### src/rtl/bbox_pkg.sv
// Shared types and helpers for the multi-class bounding-box scanner.
package bbox_pkg;

  typedef enum logic [1:0] {S_IDLE, S_SCAN, S_DRAIN, S_DONE} state_t;

  localparam int PIX_W_DEF = 24;
  localparam int COMP_W    = PIX_W_DEF / 3;
  localparam int MAX_PIX_W = 96;

  // Component idx (0 = low/blue) of a pixel made of cw-bit components.
  function automatic logic [31:0] comp_of(input logic [MAX_PIX_W-1:0] pix,
                                          input int idx, input int cw);
    logic [MAX_PIX_W-1:0] mask;
    mask = ~({MAX_PIX_W{1'b1}} << cw);
    return 32'((pix >> (idx * cw)) & mask);
  endfunction

  function automatic logic in_range(input logic [31:0] c, input logic [31:0] lo,
                                    input logic [31:0] hi);
    return (lo <= c) && (c <= hi);
  endfunction

endpackage

### src/rtl/bbox_class_acc.sv
// One colour class: range compare plus min/max/count accumulators.
// Exposes next-state values so the final pixel can be captured directly.
module bbox_class_acc
  import bbox_pkg::*;
#(
  parameter int IMG_W = 320,
  parameter int IMG_H = 240,
  parameter int PIX_W = 24,
  parameter int XW    = $clog2(IMG_W),
  parameter int YW    = $clog2(IMG_H),
  parameter int CNT_W = $clog2(IMG_W*IMG_H) + 1
) (
  input  logic             clk,
  input  logic             rst,
  input  logic             init_i,
  input  logic             upd_i,
  input  logic [PIX_W-1:0] pix_i,
  input  logic [PIX_W-1:0] lo_i,
  input  logic [PIX_W-1:0] hi_i,
  input  logic [XW-1:0]    x_i,
  input  logic [YW-1:0]    y_i,
  output logic [XW-1:0]    xmin_nx_o,
  output logic [XW-1:0]    xmax_nx_o,
  output logic [YW-1:0]    ymin_nx_o,
  output logic [YW-1:0]    ymax_nx_o,
  output logic [CNT_W-1:0] cnt_nx_o
);

  localparam int CW = PIX_W / 3;

  logic             hit;
  logic [XW-1:0]    xmin_q, xmin_d, xmax_q, xmax_d;
  logic [YW-1:0]    ymin_q, ymin_d, ymax_q, ymax_d;
  logic [CNT_W-1:0] cnt_q, cnt_d;

  always_comb begin
    hit = 1'b1;
    for (int c = 0; c < 3; c++)
      hit = hit & in_range(comp_of(MAX_PIX_W'(pix_i), c, CW),
                           comp_of(MAX_PIX_W'(lo_i), c, CW),
                           comp_of(MAX_PIX_W'(hi_i), c, CW));
  end

  always_comb begin
    xmin_d = xmin_q;
    xmax_d = xmax_q;
    ymin_d = ymin_q;
    ymax_d = ymax_q;
    cnt_d  = cnt_q;
    if (init_i) begin
      xmin_d = XW'(IMG_W - 1);
      ymin_d = YW'(IMG_H - 1);
      xmax_d = '0;
      ymax_d = '0;
      cnt_d  = '0;
    end else if (upd_i && hit) begin
      if (x_i < xmin_q) xmin_d = x_i;
      if (x_i > xmax_q) xmax_d = x_i;
      if (y_i < ymin_q) ymin_d = y_i;
      if (y_i > ymax_q) ymax_d = y_i;
      cnt_d = cnt_q + CNT_W'(1);
    end
  end

  always_ff @(posedge clk or posedge rst) begin
    if (rst) begin
      xmin_q <= '0;
      xmax_q <= '0;
      ymin_q <= '0;
      ymax_q <= '0;
      cnt_q  <= '0;
    end else begin
      xmin_q <= xmin_d;
      xmax_q <= xmax_d;
      ymin_q <= ymin_d;
      ymax_q <= ymax_d;
      cnt_q  <= cnt_d;
    end
  end

  assign xmin_nx_o = xmin_d;
  assign xmax_nx_o = xmax_d;
  assign ymin_nx_o = ymin_d;
  assign ymax_nx_o = ymax_d;
  assign cnt_nx_o  = cnt_d;

endmodule

### src/rtl/bbox_scanner.sv
// Raster-scans a frame RAM and reports a tight bounding box and match count
// per colour class; results are registered and held until the next DONE.
module bbox_scanner
  import bbox_pkg::*;
#(
  parameter int IMG_W       = 320,
  parameter int IMG_H       = 240,
  parameter int PIX_W       = 24,
  parameter int NUM_CLASSES = 2,
  parameter int ADDR_W      = $clog2(IMG_W*IMG_H)
) (
  input  logic                                    CLOCK_50,
  input  logic                                    reset,
  input  logic                                    start,
  output logic                                    busy,
  output logic                                    done,
  output logic [ADDR_W-1:0]                       rd_addr,
  output logic                                    rd_en,
  input  logic [PIX_W-1:0]                        rd_data,
  input  logic [NUM_CLASSES*PIX_W-1:0]            class_lo,
  input  logic [NUM_CLASSES*PIX_W-1:0]            class_hi,
  output logic [NUM_CLASSES-1:0]                  box_valid,
  output logic [NUM_CLASSES*$clog2(IMG_W)-1:0]    box_xmin,
  output logic [NUM_CLASSES*$clog2(IMG_W)-1:0]    box_xmax,
  output logic [NUM_CLASSES*$clog2(IMG_H)-1:0]    box_ymin,
  output logic [NUM_CLASSES*$clog2(IMG_H)-1:0]    box_ymax,
  output logic [NUM_CLASSES*(ADDR_W+1)-1:0]       box_count
);

  localparam int XW    = $clog2(IMG_W);
  localparam int YW    = $clog2(IMG_H);
  localparam int CNT_W = ADDR_W + 1;
  localparam int NPIX  = IMG_W * IMG_H;

  state_t state_q, state_d;
  logic   start_acc, last_addr;

  logic [ADDR_W-1:0]            addr_q;
  logic [XW-1:0]                x_q, px_q;
  logic [YW-1:0]                y_q, py_q;
  logic                         vld_q;
  logic [NUM_CLASSES*PIX_W-1:0] lo_q, hi_q;

  logic [NUM_CLASSES-1:0][XW-1:0]    xmin_nx, xmax_nx, xmin_q, xmax_q;
  logic [NUM_CLASSES-1:0][YW-1:0]    ymin_nx, ymax_nx, ymin_q, ymax_q;
  logic [NUM_CLASSES-1:0][CNT_W-1:0] cnt_nx, cnt_q;
  logic [NUM_CLASSES-1:0]            valid_q;

  assign start_acc = (state_q == S_IDLE) && start;
  assign last_addr = (addr_q == ADDR_W'(NPIX - 1));

  always_ff @(posedge CLOCK_50 or posedge reset) begin
    if (reset) state_q <= S_IDLE;
    else       state_q <= state_d;
  end

  always_comb begin
    state_d = state_q;
    case (state_q)
      S_IDLE:  if (start) state_d = S_SCAN;
      S_SCAN:  if (last_addr) state_d = S_DRAIN;
      S_DRAIN: state_d = S_DONE;
      S_DONE:  state_d = S_IDLE;
      default: state_d = S_IDLE;
    endcase
  end

  always_comb begin
    busy  = (state_q != S_IDLE);
    done  = (state_q == S_DONE);
    rd_en = (state_q == S_SCAN);
  end

  // Address and (x,y) advance together so no multiplier is needed.
  always_ff @(posedge CLOCK_50 or posedge reset) begin
    if (reset) begin
      addr_q <= '0;
      x_q    <= '0;
      y_q    <= '0;
      px_q   <= '0;
      py_q   <= '0;
      vld_q  <= 1'b0;
      lo_q   <= '0;
      hi_q   <= '0;
    end else begin
      vld_q <= rd_en;
      px_q  <= x_q;
      py_q  <= y_q;
      if (start_acc) begin
        addr_q <= '0;
        x_q    <= '0;
        y_q    <= '0;
        lo_q   <= class_lo;
        hi_q   <= class_hi;
      end else if (state_q == S_SCAN) begin
        if (last_addr) begin
          addr_q <= '0;
          x_q    <= '0;
          y_q    <= '0;
        end else begin
          addr_q <= addr_q + 1'b1;
          if (x_q == XW'(IMG_W - 1)) begin
            x_q <= '0;
            y_q <= y_q + 1'b1;
          end else begin
            x_q <= x_q + 1'b1;
          end
        end
      end
    end
  end

  assign rd_addr = addr_q;

  for (genvar k = 0; k < NUM_CLASSES; k++) begin : g_cls
    bbox_class_acc #(
      .IMG_W(IMG_W), .IMG_H(IMG_H), .PIX_W(PIX_W),
      .XW(XW), .YW(YW), .CNT_W(CNT_W)
    ) u_acc (
      .clk       (CLOCK_50),
      .rst       (reset),
      .init_i    (start_acc),
      .upd_i     (vld_q),
      .pix_i     (rd_data),
      .lo_i      (lo_q[k*PIX_W +: PIX_W]),
      .hi_i      (hi_q[k*PIX_W +: PIX_W]),
      .x_i       (px_q),
      .y_i       (py_q),
      .xmin_nx_o (xmin_nx[k]),
      .xmax_nx_o (xmax_nx[k]),
      .ymin_nx_o (ymin_nx[k]),
      .ymax_nx_o (ymax_nx[k]),
      .cnt_nx_o  (cnt_nx[k])
    );

    assign box_xmin [k*XW +: XW]       = xmin_q[k];
    assign box_xmax [k*XW +: XW]       = xmax_q[k];
    assign box_ymin [k*YW +: YW]       = ymin_q[k];
    assign box_ymax [k*YW +: YW]       = ymax_q[k];
    assign box_count[k*CNT_W +: CNT_W] = cnt_q[k];
  end

  // Loaded on the DRAIN edge from next-state values so the final pixel is
  // included and results are already visible while done is high.
  always_ff @(posedge CLOCK_50 or posedge reset) begin
    if (reset) begin
      valid_q <= '0;
      xmin_q  <= '0;
      xmax_q  <= '0;
      ymin_q  <= '0;
      ymax_q  <= '0;
      cnt_q   <= '0;
    end else if (state_q == S_DRAIN) begin
      for (int k = 0; k < NUM_CLASSES; k++) begin
        valid_q[k] <= (cnt_nx[k] != '0);
        cnt_q[k]   <= cnt_nx[k];
        xmin_q[k]  <= (cnt_nx[k] != '0) ? xmin_nx[k] : '0;
        xmax_q[k]  <= (cnt_nx[k] != '0) ? xmax_nx[k] : '0;
        ymin_q[k]  <= (cnt_nx[k] != '0) ? ymin_nx[k] : '0;
        ymax_q[k]  <= (cnt_nx[k] != '0) ? ymax_nx[k] : '0;
      end
    end
  end

  assign box_valid = valid_q;

endmodule
### config.mk
export PLATFORM = sky130hd
export DESIGN_NAME = bbox_scanner
export DESIGN_NICKNAME = d
export VERILOG_FILES = /design/src/rtl/bbox_pkg.sv /design/src/rtl/bbox_class_acc.sv /design/src/rtl/bbox_scanner.sv
export SDC_FILE = /design/constraint.sdc
export NUM_CORES = 1
export LEC_CHECK = 0
export BUFFER_PORTS_ARGS = -buffer_cell sky130_fd_sc_hd__buf_4
export CORE_AREA = 2 2 222 224
export DETAILED_ROUTE_END_ITERATION = 7
export DIE_AREA = 0 0 224 226
export PLACE_DENSITY = 0.58
export SLEW_MARGIN = 10
export SYNTH_ARGS = -nofsm -noshare
export SYNTH_HDL_FRONTEND = slang
export SYNTH_SLANG_ARGS = --single-unit
### constraint.sdc
create_clock -name CLOCK_50 -period 17.57 [get_ports CLOCK_50]
set_clock_uncertainty 0.2 [all_clocks]
set_input_delay 3.514 -clock CLOCK_50 [delete_from_list [all_inputs] [get_ports CLOCK_50]]
set_output_delay 3.514 -clock CLOCK_50 [all_outputs]
set_load 0.01 [all_outputs]
==> impl_results.md <==
- Req. time, crit path: 17750 ps
- Critical path's top delay family: simple AND/OR/NAND/NOR gates
- Startpoint Class: input pin
- Arrival time at the worst endpoint: 7210 ps
- Fin crit period: 7030 ps
- Number of H-tree levels: 2
- # rows: 81
- Avg Cell Area, Syn: roughly 9.6 sq um
- # clock sinks: 360
- IO Count: 249
- Share of layout cells above drive strength 1: 0.183
- P&R area growth vs syn: 20.3%
- Die height: 226 um
- # Post-CTS Setup Buffers: 0
- Pin count of the biggest net entering global routing: 116
- Setup_tns: 0 ps
- P per Cell Area: ~140 mW/mm^2
- Drt total wl: 52100 um
- EDFF count, synth: 0
- Place WS: ~10000 ps
- CTS buffer count: roughly 40
- Synth cell count leaders: dfrtp_1 (360), nand2_1 (323), ha_1 (170)
- WS Path Type: in -> reg
- Synth Cell Area: 0.0191 sq mm
- Top cell type's share of synthesized area: 0.472
- Max Cap Viol: 0
- Final instance area: 0.0230 sq mm
- Final RePlAce weighted congestion: roughly 0.87
- Critical path's most frequent cell: buf_4
- Sequential cell area fraction in the yosys report: 0.472
- CTS Buffer Depth: 3
- Initial antenna violation count: 0
- Pre-Repair DR Iteration Count: 5
- Grt ovf: 0
- Final hold slack: between 200 and 250 ps
- Pleak: 11.4 nW
- Final-report setup violation count: 0
- Slew Limit Fails: 0
- CP Capture Type: flop
- Post-Syn Instances: 1985
- Peak VDD IR: 0.0000729 V
- Die area: just over 0.05 sq mm
- Final Cycle Share: 0.400
- Overall Power: roughly 3.3 mW
- DP Area: between 0.02 and 0.025 sq mm
- Final Worst Setup Slack: 10540 ps
- Area leader, netlist: dfrtp_1
- Ys Warns: 0
- DIE WIDTH: 224 um
- Final Hold Fails: 0
- Final core utilization: 0.475
- Vias in the first global route: between 15000 and 20000
- Critical Path Fanout Max: 35
- TritonCTS clock tree: built
- Ys flop type: dfrtp_1
- Seq cells post-synth: 360
- CP Buf/Inv Count: 3
- First-pass GRT wire length: 83000 um
- Final Non-Filler Cells: 2860
- Ys async rst share: 1.00
- Relative slew slack: 0.231
- Via density: approximately 5.3
- Antenna cells: 0
- RSZ-0062 raised after global routing: no
- Avg WL per Cell: between 15 and 20 um
- Initial Util: 0.395
- Count leader, synth: dfrtp_1
- CP cell instances: buf_4 > ha_1 > nor2b_1 > o211ai_2 > a21oi_1 > o22ai_1 > nand4_4 > nor4_1 > mux2i_1 > inv_1 > or4_4 > nor4b_4 > buf_4 > a311oi_1
- Clk slew on worst S/H paths: 60 ps
- Critical path's slowest cell: o22ai_1
- Root Driver: clkbuf_16
- Status: complete, no violations
- Post-cts hold buffer count: 0
- # port buffers: ~250
- Total core area: approximately 0.048 sq mm
- Initial DRC count: 906
- Number of nets in the layout: around 2500
- GR Util All Layers: 0.207
- Cell variety after synth: 71
- Net Count, Synth: 2278
- Synth top area cells: dfrtp_1 (47%), ha_1 (11%), nand2_1 (6.3%)
- Placed cell count: approximately 2800
- Clock Latency Late Sink: 560 ps
- FMAX: 142 MHz
- Routed Antenna Nets: 0
- Via count: approximately 15000
- PostCTS Resize Cnt: 0
- Worst hold-check path type: reg -> reg
- Worst path max stage delay: between 500 and 600 ps
- Worst-Margin Slew: 1150 ps
- DRC viols: 0
- DP HPWL: 37400 um
## kinds of logic (layout without fill, tap and decap cells)
family / Yosys count / in the layout / synth area share
adder cells (fa/ha/maj): 170 / 170 / 0.111
buffers and inverters: 238 / 491 / 0.0520
flip-flops: 360 / 360 / 0.472
XOR/XNOR: 35 / 35 / 0.0161
multiplexers: 115 / 115 / 0.0625
AND/OR/NAND/NOR: 685 / 685 / 0.167
AO/OA/AOI/OAI: 382 / 382 / 0.119
## sequential cells by signal, summed over array words and instances, names as in the netlist, 17 cells and up
signal	flops
g_cls.u_acc.cnt_q	36
g_cls.u_acc.xmin_q	18
g_cls.u_acc.xmax_q	18
box_count	36
hi_q	48
rd_addr	17
lo_q	48
box_xmax	18
box_xmin	18
## cells in the final DEF, fill, tap and decap left out, drive strengths merged, types with 12 or more instances in the layout
master / count
a21oi: 156
nor2b: 19
mux2: 34
nor3: 33
o211ai: 15
mux2i: 81
xnor2: 14
and3: 21
buf: 266
nand2: 323
ha: 170
o31ai: 13
clkbuf: 54
nand4: 47
nand3: 41
xor2: 21
or3: 20
nor2: 127
dfrtp: 360
o21ai: 117
nand2b: 13
o22ai: 14
a311oi: 15
inv: 150
o21a: 12
## power breakdown
part	leakage (nW)	switching, mW	internal (mW)
Sequential	4.65	0.150	1.04
Clock	0.723	0.358	0.578
Combinational	5.98	0.737	0.440
## per-layer routing
layer,vias to the layer above,global-route usage,part of all wire
li1,7326,-,-
met1,7390,0.287,0.47
met2,314,0.329,0.46
met3,86,0.0312,0.043
met4,0,0.0729,0.029
met5,-,0,0
## final timing paths
path / to / from / slack, ps / cells after the start
max in group asynchronous: g_cls[0].u_acc.ymax_q[4]$_DFF_PP0_ / reset / 12770 / 3
min in group asynchronous: g_cls[0].u_acc.cnt_q[7]$_DFF_PP0_ / reset / 2880 / 2
min reg2reg: px_q[8]$_DFF_PP0_ / x_q[8]$_DFFE_PP0P_ / 220 / 0
max reg2reg: box_ymin[11]$_DFFE_PP0P_ / state_q[0]$_DFFE_PP0P_ / 13110 / 9
max: box_ymin[11]$_DFFE_PP0P_ / rd_data[9] / 10540 / 14
min: px_q[8]$_DFF_PP0_ / x_q[8]$_DFFE_PP0P_ / 220 / 0
## final cells by class
| class | instances | area [sq um] |
|---|---|---|
| clock inverter | 22 | 314 |
| fill | 4540 | 25400 |
| sequential | 360 | 9010 |
| clock buffer | 54 | 1180 |
| tap | 622 | 778 |
| multi-input combinational | 1387 | 9130 |
| inverter | 149 | 567 |
| timing repair buffer | 266 | 2000 |
No activity file was read; power rests on OpenSTA's default activity.
